### src/rtl/rr_scheduler_pkg.sv
//------------------------------------------------------------------------------
// Package     : rr_scheduler_pkg
// Description : Shared control definitions for the round-robin scheduler.
//               Holds the scheduler state encoding and the default
//               grant-hold timeout.
// Revision    : 1.0 - initial release
//------------------------------------------------------------------------------
`default_nettype none

package rr_scheduler_pkg;

  // Scheduler control states
  typedef enum logic [0:0] {
    IDLE = 1'b0,
    BUSY = 1'b1
  } state_e;

  // Default maximum number of cycles a grant may be held before forced release
  localparam int TIMEOUT_DEFAULT = 15;

endpackage

`default_nettype wire

### src/rtl/circular_adder.sv
//------------------------------------------------------------------------------
// Module      : circular_adder
// Description : Registered wrap-around successor. When enable_i is high the
//               stored value is loaded with base_i+1, wrapping to 0 once
//               base_i reaches max_i (or exceeds it).
// Ports       : clk      - rising-edge clock
//               rst      - asynchronous active-low reset (value -> 0)
//               enable_i - load strobe
//               max_i    - highest value before wrap
//               base_i   - value to advance from
//               value_o  - stored value
// Revision    : 1.0 - initial release
//------------------------------------------------------------------------------
`default_nettype none

module circular_adder #(
  parameter int WIDTH = 2
) (
  input  logic             clk,
  input  logic             rst,
  input  logic             enable_i,
  input  logic [WIDTH-1:0] max_i,
  input  logic [WIDTH-1:0] base_i,
  output logic [WIDTH-1:0] value_o
);

  logic [WIDTH-1:0] value_q;
  logic [WIDTH-1:0] value_d;

  // ">=" rather than "==" so a base left stranded above a lowered max
  // still wraps to 0.
  assign value_d = (base_i >= max_i) ? '0 : base_i + WIDTH'(1);

  always_ff @(posedge clk or negedge rst) begin
    if (!rst) begin
      value_q <= '0;
    end else if (enable_i) begin
      value_q <= value_d;
    end
  end

  assign value_o = value_q;

endmodule

`default_nettype wire

### src/rtl/rr_scheduler.sv
//------------------------------------------------------------------------------
// Module      : rr_scheduler
// Description : Round-robin scheduler granting one shared resource to one of
//               N_REQ requesters. A grant is issued from IDLE, held in BUSY
//               until the resource pulses done, and the search pointer then
//               moves past the released requester.
//               Optional feature macro: RR_SCHEDULER_TIMEOUT_EN -- adds a
//               hold counter that force-releases a grant after TIMEOUT busy
//               cycles and pulses the timeout output.
// Ports       : clk      - rising-edge clock
//               rst      - asynchronous active-low reset
//               enable   - permits new grants when high
//               last_idx - highest eligible requester index
//               req      - per-requester request levels
//               done     - pulse ending the current grant
//               gnt      - registered one-hot grant
//               gnt_id   - index of the granted requester (valid while busy)
//               busy     - high while a grant is held
//               timeout  - forced-release pulse (timeout build only)
// Revision    : 1.0 - initial release
//------------------------------------------------------------------------------
`default_nettype none

module rr_scheduler
  import rr_scheduler_pkg::*;
#(
  parameter int N_REQ   = 4,
  parameter int IDW     = 2,
  parameter int TIMEOUT = TIMEOUT_DEFAULT
) (
  input  logic             clk,
  input  logic             rst,
  input  logic             enable,
  input  logic [IDW-1:0]   last_idx,
  input  logic [N_REQ-1:0] req,
  input  logic             done,
  output logic [N_REQ-1:0] gnt,
  output logic [IDW-1:0]   gnt_id,
`ifdef RR_SCHEDULER_TIMEOUT_EN
  output logic             timeout,
`endif
  output logic             busy
);

  state_e             state_q, state_d;
  logic [N_REQ-1:0]   gnt_q, gnt_d;
  logic [IDW-1:0]     gnt_id_q, gnt_id_d;
  logic [IDW-1:0]     ptr;
  logic               release_grant;

  // Clamped window and pointer
  int                 eff_last;
  int                 eff_ptr;

  // Priority search results: hi_* is the first hit at/above the pointer,
  // any_* the first hit from index 0 (used when the search wraps).
  logic               hi_found, any_found;
  logic [IDW-1:0]     hi_idx, any_idx;
  logic               win_found;
  logic [IDW-1:0]     win_idx;

`ifdef RR_SCHEDULER_TIMEOUT_EN
  localparam int CW = $clog2(TIMEOUT + 1);
  logic [CW-1:0]      cnt_q, cnt_d;
  logic               timeout_q, timeout_d;
`endif

  //--------------------------------------------------------------------------
  // Eligible window and round-robin search
  //--------------------------------------------------------------------------
  always_comb begin
    eff_last  = (int'(last_idx) >= N_REQ) ? N_REQ - 1 : int'(last_idx);
    eff_ptr   = (int'(ptr) > eff_last) ? 0 : int'(ptr);
    hi_found  = 1'b0;
    hi_idx    = '0;
    any_found = 1'b0;
    any_idx   = '0;
    // Scan downward so the lowest qualifying index is the one left standing.
    for (int i = N_REQ - 1; i >= 0; i--) begin
      if ((i <= eff_last) && req[i]) begin
        any_found = 1'b1;
        any_idx   = IDW'(i);
        if (i >= eff_ptr) begin
          hi_found = 1'b1;
          hi_idx   = IDW'(i);
        end
      end
    end
    win_found = any_found;
    win_idx   = hi_found ? hi_idx : any_idx;
  end

  //--------------------------------------------------------------------------
  // FSM next-state / outputs
  //--------------------------------------------------------------------------
  always_comb begin
    state_d       = state_q;
    gnt_d         = gnt_q;
    gnt_id_d      = gnt_id_q;
    release_grant = 1'b0;
`ifdef RR_SCHEDULER_TIMEOUT_EN
    cnt_d         = cnt_q;
    timeout_d     = 1'b0;
`endif
    unique case (state_q)
      IDLE: begin
        if (enable && win_found) begin
          state_d  = BUSY;
          gnt_d    = N_REQ'(1) << win_idx;
          gnt_id_d = win_idx;
`ifdef RR_SCHEDULER_TIMEOUT_EN
          cnt_d    = CW'(1);
`endif
        end
      end
      BUSY: begin
        if (done) begin
          release_grant = 1'b1;
`ifdef RR_SCHEDULER_TIMEOUT_EN
        end else if (cnt_q == CW'(TIMEOUT)) begin
          release_grant = 1'b1;
          timeout_d     = 1'b1;
        end else begin
          cnt_d = cnt_q + CW'(1);
`endif
        end
        if (release_grant) begin
          state_d = IDLE;
          gnt_d   = '0;
`ifdef RR_SCHEDULER_TIMEOUT_EN
          cnt_d   = '0;
`endif
        end
      end
      default: begin
        state_d = IDLE;
        gnt_d   = '0;
      end
    endcase
  end

  always_ff @(posedge clk or negedge rst) begin
    if (!rst) begin
      state_q  <= IDLE;
      gnt_q    <= '0;
      gnt_id_q <= '0;
    end else begin
      state_q  <= state_d;
      gnt_q    <= gnt_d;
      gnt_id_q <= gnt_id_d;
    end
  end

`ifdef RR_SCHEDULER_TIMEOUT_EN
  always_ff @(posedge clk or negedge rst) begin
    if (!rst) begin
      cnt_q     <= '0;
      timeout_q <= 1'b0;
    end else begin
      cnt_q     <= cnt_d;
      timeout_q <= timeout_d;
    end
  end

  assign timeout = timeout_q;
`endif

  //--------------------------------------------------------------------------
  // Pointer: advances past the released requester, wrapping at last_idx
  //--------------------------------------------------------------------------
  circular_adder #(
    .WIDTH (IDW)
  ) u_ptr (
    .clk      (clk),
    .rst      (rst),
    .enable_i (release_grant),
    .max_i    (IDW'(eff_last)),
    .base_i   (gnt_id_q),
    .value_o  (ptr)
  );

  assign gnt    = gnt_q;
  assign gnt_id = gnt_id_q;
  assign busy   = (state_q == BUSY);

endmodule

`default_nettype wire
### config.mk
export PLATFORM = sky130hd
export DESIGN_NAME = rr_scheduler
export DESIGN_NICKNAME = d
export VERILOG_FILES = /design/src/rtl/rr_scheduler_pkg.sv /design/src/rtl/circular_adder.sv /design/src/rtl/rr_scheduler.sv
export SDC_FILE = /design/constraint.sdc
export NUM_CORES = 1
export LEC_CHECK = 0
export BUFFER_PORTS_ARGS = -buffer_cell sky130_fd_sc_hd__buf_2
export CAP_MARGIN = 20
export CORE_AREA = 10 10 47 49
export CTS_CLUSTER_SIZE = 16
export DETAILED_ROUTE_END_ITERATION = 8
export DIE_AREA = 0 0 57 59
export PLACE_DENSITY = 0.81
export SYNTH_ARGS = -nofsm -noshare
export SYNTH_HDL_FRONTEND = slang
export SYNTH_SLANG_ARGS = --single-unit
### constraint.sdc
create_clock -name clk -period 4.8 [get_ports clk]
set_clock_uncertainty 0.15 [all_clocks]
set_input_delay 0.96 -clock clk [delete_from_list [all_inputs] [get_ports clk]]
set_output_delay 0.96 -clock clk [all_outputs]
set_load 0.02 [all_outputs]
==> results.py <==
metrics = {
    "status": {
        "run_status": "complete, no violations",
    },
    "worst_setup_path": {
        "timing.rr.start": "u_ptr.value_o[1]$_DFFE_PN0P_",
        "worst_ep_arrival_time_ps": 2540,
        "crit_type": "in -> reg",
        "setup.worst_path.start_class": "input pin",
        "r2r_slack_ps": 2750,
        "crit_chain": "buf_2, inv_1, ha_1, nor2b_1, o21ai_2, o211ai_1, or3b_4, o21ai_2",
        "worst_path_most_repeated_cell": "o21ai_2",
        "cp.required_ps": 4860,
        "r2r_cells": 6,
        "cp_max_fo": 6,
        "cp_slowest_cell": "or3b_4",
        "cpPeakStageDelay_ps": 410,
        "startpoint": "last_idx[1]",
        "endpoint_kind": "register",
        "r2r-end": "gnt[2]$_DFFE_PN0P_",
    },
    "layout": {
        "layout_common_cells": "16 x buf_2, 9 x dfrtp_1, 7 x nand2_1",
        "postLayoutCoreUtil_pct": 53.04,
        "layout.nets": 102,
        "multi_input_area_um2": 372.9,
        "area_growth_pct": 19.52,
        "final_layout_size_suffix_gt1_share_pct": 31.03,
        "regArea_um2": 225.2,
        "diodes": 0,
        "final_common_cell": "buf_2",
        "fillCellCount": 134,
        "final_cells": 103,
    },
    "place": {
        "pre_cts_ws_ps": 2041,
        "dp_hpwl_mm": 1.215,
        "place.gp.congestion": 0.7762,
        "io_buffers": 16,
        "dp.cells": 99,
    },
    "die": {
        "start_util_pct": 44.37,
        "die_h_um": 59,
        "core_um2": 1401,
        "rows": 14,
        "dieWidth_um": 57,
        "io_pins": 17,
        "dieArea_um2": 3363,
    },
    "timing": {
        "tns_ps": 0,
        "slew_viol_final": 0,
        "max_freq_mhz": 402.2,
        "max-slew-margin-rel_pct": 51.88,
        "period_needed_ps": 2486,
        "rsz0062_at_grt": "false",
        "worst_pin_slew_ps": 720.6,
        "fin_ws_ps": 2314,
        "period_share_pct": 51.80,
        "hold_viol": 0,
        "report.final.setup_viol": 0,
    },
    "logic_synthesis": {
        "ys_seq_elements": 9,
        "avgSynthCellArea_um2": 9.145,
        "yosys_warnings": 0,
        "syn-cell-area_um2": 621.8,
        "synth_nets": 82,
        "ys_seq_area_share_pct": 36.22,
        "syn_inst": 68,
        "synth.distinct_cells": 29,
    },
    "routing": {
        "routed_wl_mm": 1.485,
        "vias_per_cell": 5.796,
        "vias": 597,
        "drt_iter0_drc": 26,
        "ant_nets": 0,
        "wire_per_inst_um": 14.42,
        "first_pass_iters": 4,
        "route.detailed.drc": 0,
    },
    "clock_network": {
        "clockRootBuffer": "clkbuf_4",
        "numCtsBuffers": 3,
        "cts_sinks": 9,
        "clk_latency_ps": 280,
        "cts_resized": 0,
        "post_cts_buffers": 0,
        "cts_tree": "built",
        "hold_buffers": 0,
        "h-tree-depth": 1,
        "clock_path_buffers": 2,
        "path_clk_slew_ps": 60,
    },
    "min_path": {
        "worstHoldPathType": "reg -> reg",
        "hold_end": "gnt[0]$_DFFE_PN0P_",
        "min_delay_path_depth": 2,
        "hold_start": "gnt[0]$_DFFE_PN0P_",
    },
    "pwr": {
        "power.total_mw": 0.3486,
        "power_density_nw_per_um2": 469.1,
        "p_leak_nw": 0.3641,
        "vdd_ir_drop_max_mv": 0.2375,
    },
    "global_route": {
        "grt_pass1_vias": 581,
        "grt_antenna_before_repair": 0,
        "gr-total-overflow": 0,
        "gr-usage-all-layers_pct": 8.754,
        "grt_max_degree": 12,
        "grt_pass1_wl_mm": 2.366,
    },
    "run": {
        "cap_violations": 0,
    },
}
## kinds of logic after synthesis
| family | Yosys count | share of synthesized area [%] |
|---|---|---|
| XOR/XNOR | 1 | 1.409 |
| flip-flops | 9 | 36.22 |
| AO/OA/AOI/OAI | 22 | 27.97 |
| multiplexers | 1 | 1.811 |
| AND/OR/NAND/NOR | 25 | 20.73 |
| buffers and inverters | 6 | 3.822 |
| adder cells (fa/ha/maj) | 4 | 8.049 |
## power by group
group | switching (mW) | total [mW] | internal (mW) | leakage, nW
Sequential | 0.0250 | 0.124 | 0.0994 | 0.118
Combinational | 0.0939 | 0.162 | 0.0685 | 0.232
Clock | 0.0296 | 0.0618 | 0.0322 | 0.0150
Total | 0.148 | 0.349 | 0.200 | 0.364
## registers in the layout, indices dropped and copies added, names as in the netlist
signal / count
gnt_id: 2
u_ptr.value_o: 2
busy: 1
gnt: 4
## stage by stage
stage,hold slack [ps],cell area [um2]
2_1_floorplan,386.0,621.8
3_5_place_dp,347.1,716.9
3_3_place_gp,334.0,716.9
4_1_cts,368.3,743.2
6_report,358.4,743.2
5_1_grt,382.0,743.2
## critical path, delay by kind of cell
family          cells  cell delay [ps]
buf+inv             2              230
fa+ha+maj           1              310
compound gates      3              490
simple gates        2              560
## cell type report
cell class,instances,area share (%)
timing repair buffer,16,10.77
sequential,9,30.30
multi-input combinational,53,50.17
tap,16,2.694
clock buffer,4,3.535
inverter,5,2.525
## synth_stat cells
cell	n	area (um2)
a211oi_1	1	7.510
a21oi_1	4	20.02
a22o_1	2	17.52
a311o_2	1	11.26
a31o_1	1	8.760
a32o_1	1	10.01
and2b_1	1	7.510
buf_2	1	5.000
dfrtp_1	9	225.2
ha_1	4	50.05
inv_1	5	18.77
mux2_2	1	11.26
nand2_1	7	26.28
nand2b_1	1	6.260
nand3_1	3	15.01
nor2_1	5	18.77
nor2b_1	3	18.77
nor3_1	2	10.01
nor3b_1	2	15.01
o211ai_1	1	7.510
o211ai_2	1	12.51
o21ai_0	3	15.01
o21ai_1	1	5.000
o21ai_2	3	26.28
o2bb2ai_1	1	8.760
o311ai_2	1	16.27
o31ai_1	1	7.510
or3b_4	1	11.26
xor2_1	1	8.760
## metal layers
layer | up-vias | wire length (um) | track usage, %
met5 | - | 0 | 0
met4 | 0 | 36 | 6.040
met3 | 7 | 122 | 4.936
met2 | 20 | 725 | 13.64
met1 | 283 | 601 | 8.738
li1 | 287 | - | -
## worst max-delay path by stage
stage / end / slack (ps)
after floorplan: gnt_id[0]$_DFFE_PN0P_ / 2340
after global placement: gnt[2]$_DFFE_PN0P_ / 2080
after detailed placement: gnt[2]$_DFFE_PN0P_ / 2040
after CTS: gnt[2]$_DFFE_PN0P_ / 2310
after global routing: gnt[2]$_DFFE_PN0P_ / 2190
final: gnt[2]$_DFFE_PN0P_ / 2310
No activity file was read; power rests on OpenSTA's default activity.
